### src/rtl/ps2_key_event_ctrl.sv
// ps2_key_event_ctrl
//  Turns the raw PS/2 scancode byte stream into make/break key events. The
//  E0 (extended) and F0 (break) prefixes are stripped, typematic repeats of
//  the held key are suppressed, distinct presses are counted, and events are
//  queued in a FIFO that the consumer pops with a valid/ready handshake.
// Ports
//  clk, rst        system clock, synchronous active-high reset
//  in_valid/data   one-cycle strobe carrying a received scancode byte
//  ev_valid/ready  FIFO head present / consumer pops the head
//  ev_code/ext/brk head event fields, forced to 0 while the FIFO is empty
//  held/held_code  currently held key as {ext, code}
//  press_count     accepted make events since reset (wraps)
//  fifo_level      entries queued
//  overflow        sticky: an event was dropped on a full FIFO
//
// state     | meaning
// S_IDLE    | no prefix pending
// S_EXT     | E0 seen
// S_BRK     | F0 seen
// S_EXT_BRK | E0 F0 seen
module ps2_key_event_ctrl #(
   parameter int FIFO_DEPTH = 8,
   parameter int CNT_W      = 8,
   localparam int AW        = $clog2(FIFO_DEPTH)
) (
   input  logic             clk,
   input  logic             rst,
   input  logic             in_valid,
   input  logic [7:0]       in_data,
   output logic             ev_valid,
   input  logic             ev_ready,
   output logic [7:0]       ev_code,
   output logic             ev_ext,
   output logic             ev_break,
   output logic             held,
   output logic [8:0]       held_code,
   output logic [CNT_W-1:0] press_count,
   output logic [AW:0]      fifo_level,
   output logic             overflow
);

   typedef enum logic [1:0] {S_IDLE, S_EXT, S_BRK, S_EXT_BRK} state_t;

   localparam logic [AW:0] FULL_LVL = (AW+1)'(FIFO_DEPTH);

   state_t       state, state_nxt;
   logic         is_make, is_brk, is_ext;
   logic         is_prefix;
   logic [8:0]   key;
   logic         repeat_hit, do_make, push, pop, full, push_ok;
   logic [9:0]   mem [FIFO_DEPTH];
   logic [AW-1:0] wr_ptr, rd_ptr;
   logic [9:0]   head;

   assign is_prefix = (in_data == 8'hE0) || (in_data == 8'hF0);

   always_comb begin
      state_nxt = state;
      is_make   = 1'b0;
      is_brk    = 1'b0;
      is_ext    = 1'b0;
      if (in_valid) begin
         if (in_data == 8'h00 || in_data == 8'hFF) begin
            state_nxt = S_IDLE;
         end else begin
            case (state)
               S_IDLE: begin
                  if (in_data == 8'hE0)      state_nxt = S_EXT;
                  else if (in_data == 8'hF0) state_nxt = S_BRK;
                  else                       is_make   = 1'b1;
               end
               S_EXT: begin
                  if (in_data == 8'hF0)      state_nxt = S_EXT_BRK;
                  else if (in_data == 8'hE0) state_nxt = S_EXT;
                  else begin
                     is_make   = 1'b1;
                     is_ext    = 1'b1;
                     state_nxt = S_IDLE;
                  end
               end
               S_BRK: begin
                  state_nxt = S_IDLE;
                  is_brk    = !is_prefix;
               end
               S_EXT_BRK: begin
                  state_nxt = S_IDLE;
                  is_brk    = !is_prefix;
                  is_ext    = 1'b1;
               end
               default: state_nxt = S_IDLE;
            endcase
         end
      end
   end

   always_ff @(posedge clk) begin
      if (rst) state <= S_IDLE;
      else     state <= state_nxt;
   end

   assign key        = {is_ext, in_data};
   assign repeat_hit = held && (key == held_code);
   assign do_make    = is_make && !repeat_hit;
   assign push       = do_make || is_brk;
   assign pop        = ev_valid && ev_ready;
   assign full       = (fifo_level == FULL_LVL);
   // When full, a simultaneous pop frees the slot being written this cycle.
   assign push_ok    = push && (!full || pop);

   always_ff @(posedge clk) begin
      if (rst) begin
         held        <= 1'b0;
         held_code   <= 9'h000;
         press_count <= '0;
         fifo_level  <= '0;
         wr_ptr      <= '0;
         rd_ptr      <= '0;
         overflow    <= 1'b0;
      end else begin
         if (do_make) begin
            press_count <= press_count + CNT_W'(1);
            held        <= 1'b1;
            held_code   <= key;
         end else if (is_brk && repeat_hit) begin
            held <= 1'b0;
         end
         if (push && !push_ok) overflow <= 1'b1;
         if (push_ok) wr_ptr <= wr_ptr + AW'(1);
         if (pop)     rd_ptr <= rd_ptr + AW'(1);
         case ({push_ok, pop})
            2'b10:   fifo_level <= fifo_level + (AW+1)'(1);
            2'b01:   fifo_level <= fifo_level - (AW+1)'(1);
            default: fifo_level <= fifo_level;
         endcase
      end
   end

   always_ff @(posedge clk) begin
      if (push_ok) mem[wr_ptr] <= {is_brk, is_ext, in_data};
   end

   assign head     = mem[rd_ptr];
   assign ev_valid = (fifo_level != '0);
   assign ev_code  = ev_valid ? head[7:0] : 8'h00;
   assign ev_ext   = ev_valid ? head[8]   : 1'b0;
   assign ev_break = ev_valid ? head[9]   : 1'b0;

endmodule

### config.mk
export PLATFORM = sky130hd
export DESIGN_NAME = ps2_key_event_ctrl
export DESIGN_NICKNAME = d
export VERILOG_FILES = /design/src/rtl/ps2_key_event_ctrl.sv
export SDC_FILE = /design/constraint.sdc
export NUM_CORES = 1
export LEC_CHECK = 0
export CAP_MARGIN = 15
export CELL_PAD_IN_SITES_DETAIL_PLACEMENT = 1
export CELL_PAD_IN_SITES_GLOBAL_PLACEMENT = 1
export CORE_MARGIN = 4
export CORE_UTILIZATION = 30
export CTS_CLUSTER_DIAMETER = 30
export DETAILED_ROUTE_END_ITERATION = 10
export GPL_TIMING_DRIVEN = 0
export MAX_ROUTING_LAYER = met4
export PLACE_DENSITY = 0.53
export SYNTH_ARGS = -nofsm -noshare
export SYNTH_HDL_FRONTEND = slang
export SYNTH_SLANG_ARGS = --single-unit
### constraint.sdc
create_clock -name clk -period 4.48 [get_ports clk]
set_input_delay 0.896 -clock clk [delete_from_list [all_inputs] [get_ports clk]]
set_output_delay 0.896 -clock clk [all_outputs]
set_load 0.03 [all_outputs]
==> metrics.txt, run 1 <==
Buffers on Ports=44; nets@finish=433; Crit path buffers/inverters=1; initial antenna violation count=0; hpwl dp=8260 microns; DRC Markers=0; area grow syn2layout=27.4%; hold buffers post-CTS=0; sequential element share of the synthesized area=0.627; vias in the first global route=3434; Avg Cell Area, Syn=14.2 sq um; Clock Latency Late Sink=420 ps; cell count after synthesis=347; CP startpoint kind=primary input; # IOs=46; Async SR Flop Fraction=0; Core Region=15900 sq um; Final Core Density=0.393; Initial Util=0.308; final hold violation count=0; drt wl/cell=18.8 microns; Pwr Density=557 nW/um^2; Overflow after GRT=0; final setup fails=0; Main synth FF type=edfxtp_1; via density per instance=4.91; Setup CP Type=primary input to flip-flop; routed via count=3165; Overall Global Routing Usage=0.145; hold_ws=490 ps; delay-heaviest family, CP=simple AND/OR/NAND/NOR gates; CTS root buf=clkbuf_16; Final period util=0.917; Hold Crit Start=rd_ptr[1]; RSZ-0062 raised after global routing=false; post-layout min period=4110 ps; worst-margin pin slew=1100 ps; P_leak=2.11 nW; Worst Path Max Fanout=13; Mapped Area=4910 sq um; CP max stage cell=nor3_2; Die X=136 microns; Placer Congestion=0.748; Worst-path clk slew=50 ps; share of layout cells above drive strength 1=0.157; FP Rows=46; Critical Path Max Stage Delay=840 ps; max_cap viols=0; Max-slew headroom=0.262; largest net degree at the start of global routing=17; syn nets=365; DRT iter0 DRCs=171; outcome=completed; Resized Gates After CTS=0; CTS Buffer Depth=2; drt total wl=12100 microns; Crit path required time=4510 ps; design area=6260 sq um; die height=136 microns; peak supply drop=0.283 mV; Crit. End Element=flip-flop; postcts setup bufs=0; Crit. Startpoint=in_data[0]; crit-path cells=clkdlybuf4s50_1 -> nor4_4 -> o21a_1 -> o21ai_1 -> a31o_2 -> or3_4 -> nor3_2; CTS tree=done; Area after DPL=5690 sq um; CTS H-tree lvls=4; synthesis-stage register bit count=114; Antenna Violating Nets Remaining=0; Reg2Reg Launch Point=state[1]; max frequency=243 MHz; CTS Sinks=114; Post-synth EDFFs=80; worst hold path type=flip-flop to flip-flop; Critical Path AT=4140 ps; YS warnings=0; CTS Buf Count=17; first-pass GRT wire length=19300 microns; Die ar.=18500 sq um; drt first pass iters=4; Slew Limit Fails=0; # diodes=0; clk_skew=8.62 ps; Cell variety after synth=44
-- cells in the final DEF, fill, tap and decap left out, drive strengths merged, types with 3 or more instances in the layout --
master         netlist  routed
a21o                 3       3
a21oi               15      15
a31o                 3       3
and3                 6       6
buf                  4       9
clkbuf              10      32
clkdlybuf4s50        0      44
clkinv               0       4
clkinvlp             0       4
dfxtp               34      34
edfxtp              80      80
ha                   5       5
inv                 11      11
mux2                 5       5
mux2i               22      22
mux4                20      20
nand2               10      10
nand2b               6       6
nand3                6       6
nand4                8       8
nor2                43      43
nor2b                5       5
nor3                 7       7
nor4                 6       6
o21a                 3       3
o21ai                7       7
xnor2               10      10
-- per-layer routing --
metal | wire [microns] | GRT usage | vias to the layer above
li1 | - | - | 1463
met1 | 5720 | 0.186 | 1612
met2 | 5780 | 0.225 | 74
met3 | 484 | 0.0407 | 16
met4 | 152 | 0.0465 | 0
met5 | 0 | - | -
-- sequential cells by signal, indices dropped and copies added (netlist names), 2 cells and up, named ones only --
register and flops:
mem 80, held_code 9, press_count 8, fifo_level 4
rd_ptr 3, wr_ptr 3, state 2
-- power breakdown --
part / internal, mW / total (mW) / switching, mW
logic: 0.398 / 0.943 / 0.544
clock network: 0.841 / 1.30 / 0.461
registers: 1.19 / 1.24 / 0.0495
total: 2.43 / 3.49 / 1.05
-- stage by stage --
stage	power [mW]	std cells	setup TNS [ps]	setup slack, ps
after floorplan	1.87	347	0	1160
after global placement	2.20	607	-10470	-484
after detailed placement	2.22	612	-2150	-123
after CTS	3.54	644	0	319
after global routing	3.66	644	0	97.5
final	3.49	644	0	373
-- cells by family after synthesis --
group,Yosys count,synth area share
flip-flops,114,0.627
AND/OR/NAND/NOR,102,0.108
multiplexers,47,0.148
AO/OA/AOI/OAI,41,0.0575
buffers and inverters,25,0.0209
XOR/XNOR,12,0.0214
adder cells (fa/ha/maj),6,0.0168
-- cells in the mapped netlist (2+ instances only) --
library cell	count	area, sq um
edfxtp_1	80	2400
buf_4	2	15.0
o21ai_1	2	10.0
nand2_1	10	37.5
clkbuf_1	10	37.5
and4_1	2	17.5
o32ai_1	2	17.5
a21o_1	3	22.5
nor3_1	6	30.0
nand3_1	6	30.0
a31o_1	2	17.5
a21oi_1	14	70.1
dfxtp_1	34	681
nor2b_1	5	31.3
or3_4	2	22.5
nand4_1	8	50.1
xnor2_1	10	87.6
mux2_1	5	56.3
ha_1	5	62.6
mux4_2	20	450
mux2i_1	22	220
inv_1	11	41.3
nor2_1	43	161
xor2_1	2	17.5
o22ai_1	2	12.5
o21a_1	3	22.5
nand2b_1	6	37.5
nor4_1	5	31.3
and3_1	6	37.5
o21ai_0	5	25.0
-- worst paths after layout --
| check | end | slack (ps) | cells after the start |
|---|---|---|---|
| worst max-delay path | mem[0][2] | 370 | 7 |
| worst min-delay path | rd_ptr[1] | 490 | 2 |
| worst max register to register | mem[0][2] | 1300 | 6 |
| worst min register to register | rd_ptr[1] | 490 | 2 |
-- worst min-delay path, cell delays in order, from the launching register on --
cell and delay, ps:
dfxtp_1 310, nand2_1 50, a21oi_1 70
-- cell type report --
type	instances	area, sq um
tap	216	270
clock buffer	22	464
clock inverter	10	110
timing repair buffer	49	497
fill	1677	9680
multi-input combinational	208	1730
buffer	14	61.3
inverter	11	41.3
sequential	114	3080
No activity file was read; power rests on OpenSTA's default activity.
==> inputs of run 2 (changes only) <==
--- a/config.mk
+++ b/config.mk
@@ -13,7 +13,6 @@
 export CTS_CLUSTER_DIAMETER = 30
 export DETAILED_ROUTE_END_ITERATION = 10
 export GPL_TIMING_DRIVEN = 0
-export MAX_ROUTING_LAYER = met4
 export PLACE_DENSITY = 0.53
 export SYNTH_ARGS = -nofsm -noshare
 export SYNTH_HDL_FRONTEND = slang
==> run 2 against run 1 <==
- register-to-register slack barely moved
- die area did not move
- clock power barely moved
- sequential share of layout area did not move
- sequential power barely moved
- worst setup slack got worse by 1.6 ps
- cell area did not move
- utilization did not move
- combinational power barely moved
- critical path type unchanged
- largest power group unchanged
==> metrics.txt, run 2 (synthesis gave the netlist of run 1 again) <==
Resized Gates After CTS=0 (unchanged); final hold violation count=0 (unchanged); initial antenna violation count=0 (unchanged); Die X=136 microns (unchanged); CTS Sinks=114 (unchanged); Initial Util=0.308 (unchanged); Antenna Violating Nets Remaining=0 (unchanged); commonest non-fill, non-tap cell in the layout=edfxtp_1 (unchanged); share of layout cells above drive strength 1=0.157 (unchanged); Clock Latency Late Sink=410 ps (was 420 ps); worst-margin pin slew=1100 ps (about the same); biggest registers after layout=mem (80), held_code (9), press_count (8) (unchanged); Setup CP Type=primary input to flip-flop (unchanged); nets@finish=433 (unchanged); Max-slew headroom=0.266 (was 0.262); area grow syn2layout=27.4% (unchanged); first-pass GRT wire length=19300 microns (unchanged); CP startpoint kind=primary input (unchanged); Worst Path Max Fanout=14 (was 13); max frequency=243 MHz (about the same); P_leak=2.11 nW (unchanged); DRC Markers=0 (unchanged); drt wl/cell=18.9 microns (was 18.8 microns); peak supply drop=0.284 mV (was 0.283 mV); commonest cells after routing, fill and taps aside=80 x edfxtp_1, 44 x clkdlybuf4s50_1, 43 x nor2_1 (unchanged); Placer Congestion=0.738 (was 0.748); largest net degree at the start of global routing=17 (unchanged); final setup fails=0 (unchanged); hpwl dp=8260 microns (unchanged); Buffers on Ports=44 (unchanged); Biggest register=mem (unchanged); CTS root buf=clkbuf_16 (unchanged); clk_skew=11.9 ps (was 8.62 ps); CTS H-tree lvls=4 (unchanged); DRT iter0 DRCs=177 (was 171); vias in the first global route=3436 (was 3434); Final Core Density=0.393 (unchanged); Core Region=15900 sq um (unchanged); setup TNS=0 ps (unchanged); Critical Path AT=4130 ps (was 4140 ps); Overflow after GRT=0 (unchanged); # IOs=46 (unchanged); drt total wl=12200 microns (was 12100 microns); Overall Global Routing Usage=0.141 (was 0.145); via density per instance=4.92 (was 4.91); # diodes=0 (unchanged); Final period util=0.917 (about the same); max FFs per register=80 (unchanged); FP Rows=46 (unchanged); Worst-path clk slew=50 ps (about the same); worst hold path type=flip-flop to flip-flop (unchanged); Crit. End Element=flip-flop (unchanged); CTS Buffer Depth=2 (unchanged); CTS Buf Count=17 (unchanged); max_cap viols=0 (unchanged); Crit path required time=4500 ps (was 4510 ps); post-layout min period=4110 ps (about the same); CTS tree=done (unchanged); RSZ-0062 raised after global routing=false (unchanged); Die ar.=18500 sq um (unchanged); drt first pass iters=5 (was 4); die height=136 microns (unchanged); outcome=completed (unchanged); routed via count=3167 (was 3165); # fillers=1677 (unchanged); postcts setup bufs=0 (unchanged); hold buffers post-CTS=0 (unchanged); Pwr Density=557 nW/um^2 (about the same); Slew Limit Fails=0 (unchanged)
[run 2: cell counts in the layout (fill, tap and decap cells not counted)]
No cell type changed its count.
[run 2: final timing paths]
check	startpoint	to	slack, ps	cells after the start
max reg2reg	state[1]	mem[0][6]	1310	6
min reg2reg	rd_ptr[1]	rd_ptr[1]	490	2
max	in_data[5]	mem[0][6]	370	7
min	rd_ptr[1]	rd_ptr[1]	490	2
[run 2: final cells by class]
cell class	instances	area, sq um	share of cell area
Sequential cell	114	3080	0.492
Multi-Input combinational cell	208	1730	0.277
Timing Repair Buffer	49	497	0.0793
Clock buffer	22	464	0.0741
Tap cell	216	270	0.0432
Clock inverter	10	110	0.0176
Buffer	14	61.3	0.00979
Inverter	11	41.3	0.00659
[run 2: through the flow]
stage | setup WS [ps] | hold WS [ps] | cells | power [mW] | area (sq um)
after detailed placement | -123 | 482 | 612 | 2.22 | 5690
after global routing | 102 | 532 | 644 | 3.66 | 6260
after CTS | 319 | 499 | 644 | 3.54 | 6260
final | 371 | 490 | 644 | 3.49 | 6260
after global placement | -484 | 456 | 607 | 2.20 | 5630
after floorplan | 1160 | 454 | 347 | 1.87 | 4910
[run 2: power breakdown]
group | internal [mW] | switching, mW | leakage, nW
Clock | 0.842 | 0.459 | 0.272
Combinational | 0.398 | 0.545 | 0.824
Sequential | 1.19 | 0.0497 | 1.01
[run 2: critical path, stage by stage]
cell and delay, ps:
clkdlybuf4s50_1 700, and4b_4 380, o21a_1 190, or3_4 410, a31o_2 280, or3_4 420, nor3_2 840
[run 2: per-layer routing]
metal,global-route usage,part of all wire,vias to the layer above
li1,-,-,1465
met5,0,0,-
met2,0.225,0.48,64
met4,0.0448,0.0077,0
met1,0.183,0.48,1630
met3,0.0466,0.034,8
==> inputs of run 3 (changes only) <==
--- a/config.mk
+++ b/config.mk
@@ -6,14 +6,15 @@
 export NUM_CORES = 1
 export LEC_CHECK = 0
 export CAP_MARGIN = 15
-export CELL_PAD_IN_SITES_DETAIL_PLACEMENT = 1
-export CELL_PAD_IN_SITES_GLOBAL_PLACEMENT = 1
+export CELL_PAD_IN_SITES_DETAIL_PLACEMENT = 0
+export CELL_PAD_IN_SITES_GLOBAL_PLACEMENT = 2
 export CORE_MARGIN = 4
 export CORE_UTILIZATION = 30
 export CTS_CLUSTER_DIAMETER = 30
 export DETAILED_ROUTE_END_ITERATION = 10
 export GPL_TIMING_DRIVEN = 0
-export PLACE_DENSITY = 0.53
+export HOLD_SLACK_MARGIN = 0.06
+export PLACE_DENSITY = 0.6
 export SYNTH_ARGS = -nofsm -noshare
 export SYNTH_HDL_FRONTEND = slang
 export SYNTH_SLANG_ARGS = --single-unit
==> constraint.sdc (replaced) <==
create_clock -name clk -period 4.48 [get_ports clk]
set_input_delay 0.896 -clock clk [delete_from_list [all_inputs] [get_ports clk]]
set_output_delay 0.896 -clock clk [all_outputs]
set_load 0.01 [all_outputs]
==> run 3 against run 2 <==
- critical path depth did not move
- critical endpoint is now mem[0][3]
- clock power fell by 8%
- via count fell by 3.3%
- cell area fell by 0.78%
==> metrics.txt, run 3 (synthesis gave the netlist of run 1 again) <==
clk_skew=7.08 ps (was 11.9 ps); Placer Congestion=0.720 (was 0.738); # IOs=46 (unchanged); crit-path cells=clkdlybuf4s50_1 -> and4b_4 -> o21a_1 -> or3_4 -> a31o_2 -> or3_4 -> nor3_2 (unchanged); hold buffers post-CTS=0 (unchanged); Critical Path AT=4110 ps (was 4130 ps); Pwr Density=521 nW/um^2 (was 557 nW/um^2); Sw Pwr=0.900 mW (was 1.05 mW); routed via count=3064 (was 3167); Critical Path Max Stage Delay=760 ps (was 840 ps); design area=6210 sq um (was 6260 sq um); Clk pwr share=0.370 (was 0.373); Resized Gates After CTS=0 (unchanged); first-pass GRT wire length=18300 microns (was 19300 microns); RSZ-0062 raised after global routing=false (unchanged); drt wl/cell=17.9 microns (was 18.9 microns); Max-slew headroom=0.258 (was 0.266); Setup CP Type=primary input to flip-flop (unchanged); Die ar.=18500 sq um (unchanged); met1 GRT Util=0.177 (was 0.183); Crit path buffers/inverters=1 (unchanged); drt total wl=11500 microns (was 12200 microns); largest net degree at the start of global routing=17 (unchanged); Die X=136 microns (unchanged); R2R Path End=mem[0][3] (was mem[0][6]); CTS Buffer Depth=2 (unchanged); Final period util=0.913 (was 0.917); CP max stage cell=nor3_2 (unchanged); setup TNS=0 ps (unchanged); CTS tree=done (unchanged); share of layout cells above drive strength 1=0.147 (was 0.157); # diodes=0 (unchanged); grt met3 use=0.0396 (was 0.0466); biggest registers after layout=mem (80), held_code (9), press_count (8) (unchanged); vias in the first global route=3158 (was 3436); CTS root buf=clkbuf_16 (unchanged); nets@finish=433 (unchanged); initial antenna violation count=0 (unchanged); Hold Path Stages=2 (unchanged); die height=136 microns (unchanged); Overflow after GRT=0 (unchanged); DRC Markers=0 (unchanged); Area after DPL=5650 sq um (was 5690 sq um); combinational share of power=0.248 (was 0.271); Antenna Violating Nets Remaining=0 (unchanged); via density per instance=4.76 (was 4.92); flop-to-flop setup slack=1350 ps (was 1310 ps); max_cap viols=0 (unchanged); area grow syn2layout=26.4% (was 27.4%); CTS Buf Count=17 (unchanged); Crit path required time=4500 ps (about the same); FP Rows=46 (unchanged); switching share of power=0.278 (was 0.302); DRT iter0 DRCs=166 (was 177); max FFs per register=80 (unchanged); sequential power share=0.383 (was 0.356); drt first pass iters=4 (was 5); Hold Crit Start=overflow (was rd_ptr[1]); peak supply drop=0.268 mV (was 0.284 mV); worst hold path type=flip-flop to flip-flop (unchanged); Crit. End Element=flip-flop (unchanged); CP startpoint kind=primary input (unchanged); Buffers on Ports=44 (unchanged); CTS H-tree lvls=4 (unchanged); Placed Cells=609 (was 612); worst-margin pin slew=1110 ps (was 1100 ps); delay-heaviest family, CP=simple AND/OR/NAND/NOR gates (unchanged); Biggest register=mem (unchanged); CTS Sinks=114 (unchanged); Slew Limit Fails=0 (unchanged); Core Region=15900 sq um (unchanged); Worst-path clk slew=50 ps (about the same); cell-internal power=2.34 mW (was 2.43 mW); post-layout min period=4090 ps (was 4110 ps); fin cells=644 (unchanged); met2 usage=0.218 (was 0.225); Initial Util=0.308 (unchanged); commonest cells after routing, fill and taps aside=80 x edfxtp_1, 44 x clkdlybuf4s50_1, 43 x nor2_1 (unchanged); P_leak=2.07 nW (was 2.11 nW); pre-CTS setup slack=-209 ps (was -123 ps); final setup margin=389 ps (was 371 ps); CP dominant cell by count=or3_4 (unchanged); Reg2Reg Launch Point=state[1] (unchanged); final setup fails=0 (unchanged); commonest non-fill, non-tap cell in the layout=edfxtp_1 (unchanged); hpwl dp=7650 microns (was 8260 microns); postcts setup bufs=0 (unchanged); max frequency=244 MHz (was 243 MHz); final hold violation count=0 (unchanged); outcome=completed (unchanged); Hold Path End=overflow (was rd_ptr[1]); number of cells on the worst reg-to-reg path=6 (unchanged); grt peak-use layer=met2 (unchanged); Worst Path Max Fanout=14 (unchanged); Overall Global Routing Usage=0.134 (was 0.141); Clock Latency Late Sink=400 ps (was 410 ps); Crit. Startpoint=in_data[7] (was in_data[5])
run 3: changes by cell type in the layout (fill, tap and decap cells not counted), sizes merged:
cell      delta
bufinv       -1
clkinv       +2
clkbuf       -2
clkinvlp     +1
run 3: worst max-delay path by stage:
stage / endpoint / slack (ps) / cells after the start
detailed placement: mem[4][1] / -210 / 7
global placement: mem[1][2] / -580 / 7
floorplan: fifo_level[2] / 1160 / 12
global route: fifo_level[3] / 70 / 13
finish: mem[0][3] / 390 / 7
CTS: mem[4][3] / 220 / 7
run 3: worst register-to-register path, cell delays in order, from the launching register on:
cell and delay, ps:
dfxtp_1 420, and4b_4 240, o21a_1 200, or3_4 410, a31o_2 280, or3_4 430, nor3_2 760
run 3: layout make-up:
type                    count  area, sq um
fillers                  1526         9730
clock buffers              20          437
plain buffers              14         61.3
multi-input cells         208         1730
inverters                  11         41.3
well taps                 216          270
repair buffers             49          493
clock inverters            12         92.6
flip-flops and latches    114         3080
run 3: through the flow:
stage	total power, mW	util	hold slack, ps
2_1_floorplan	1.74	-	454
3_3_place_gp	2.08	0.353	454
3_5_place_dp	2.08	0.354	457
4_1_cts	3.29	0.388	483
5_1_grt	3.42	0.390	541
6_report	3.24	0.390	475
run 3: power groups by stage:
stage | clock network, mW | registers (mW) | logic (mW)
3_3_place_gp | 0 | 1.26 | 0.815
6_report | 1.20 | 1.24 | 0.802
4_1_cts | 1.23 | 1.24 | 0.824
2_1_floorplan | 0 | 1.26 | 0.479
3_5_place_dp | 0 | 1.26 | 0.821
5_1_grt | 1.28 | 1.25 | 0.893
run 3: layer usage:
metal,wire length (microns),vias to the layer above
met2,5530,68
met4,61,0
met5,0,-
met1,5530,1522
li1,-,1469
met3,427,5
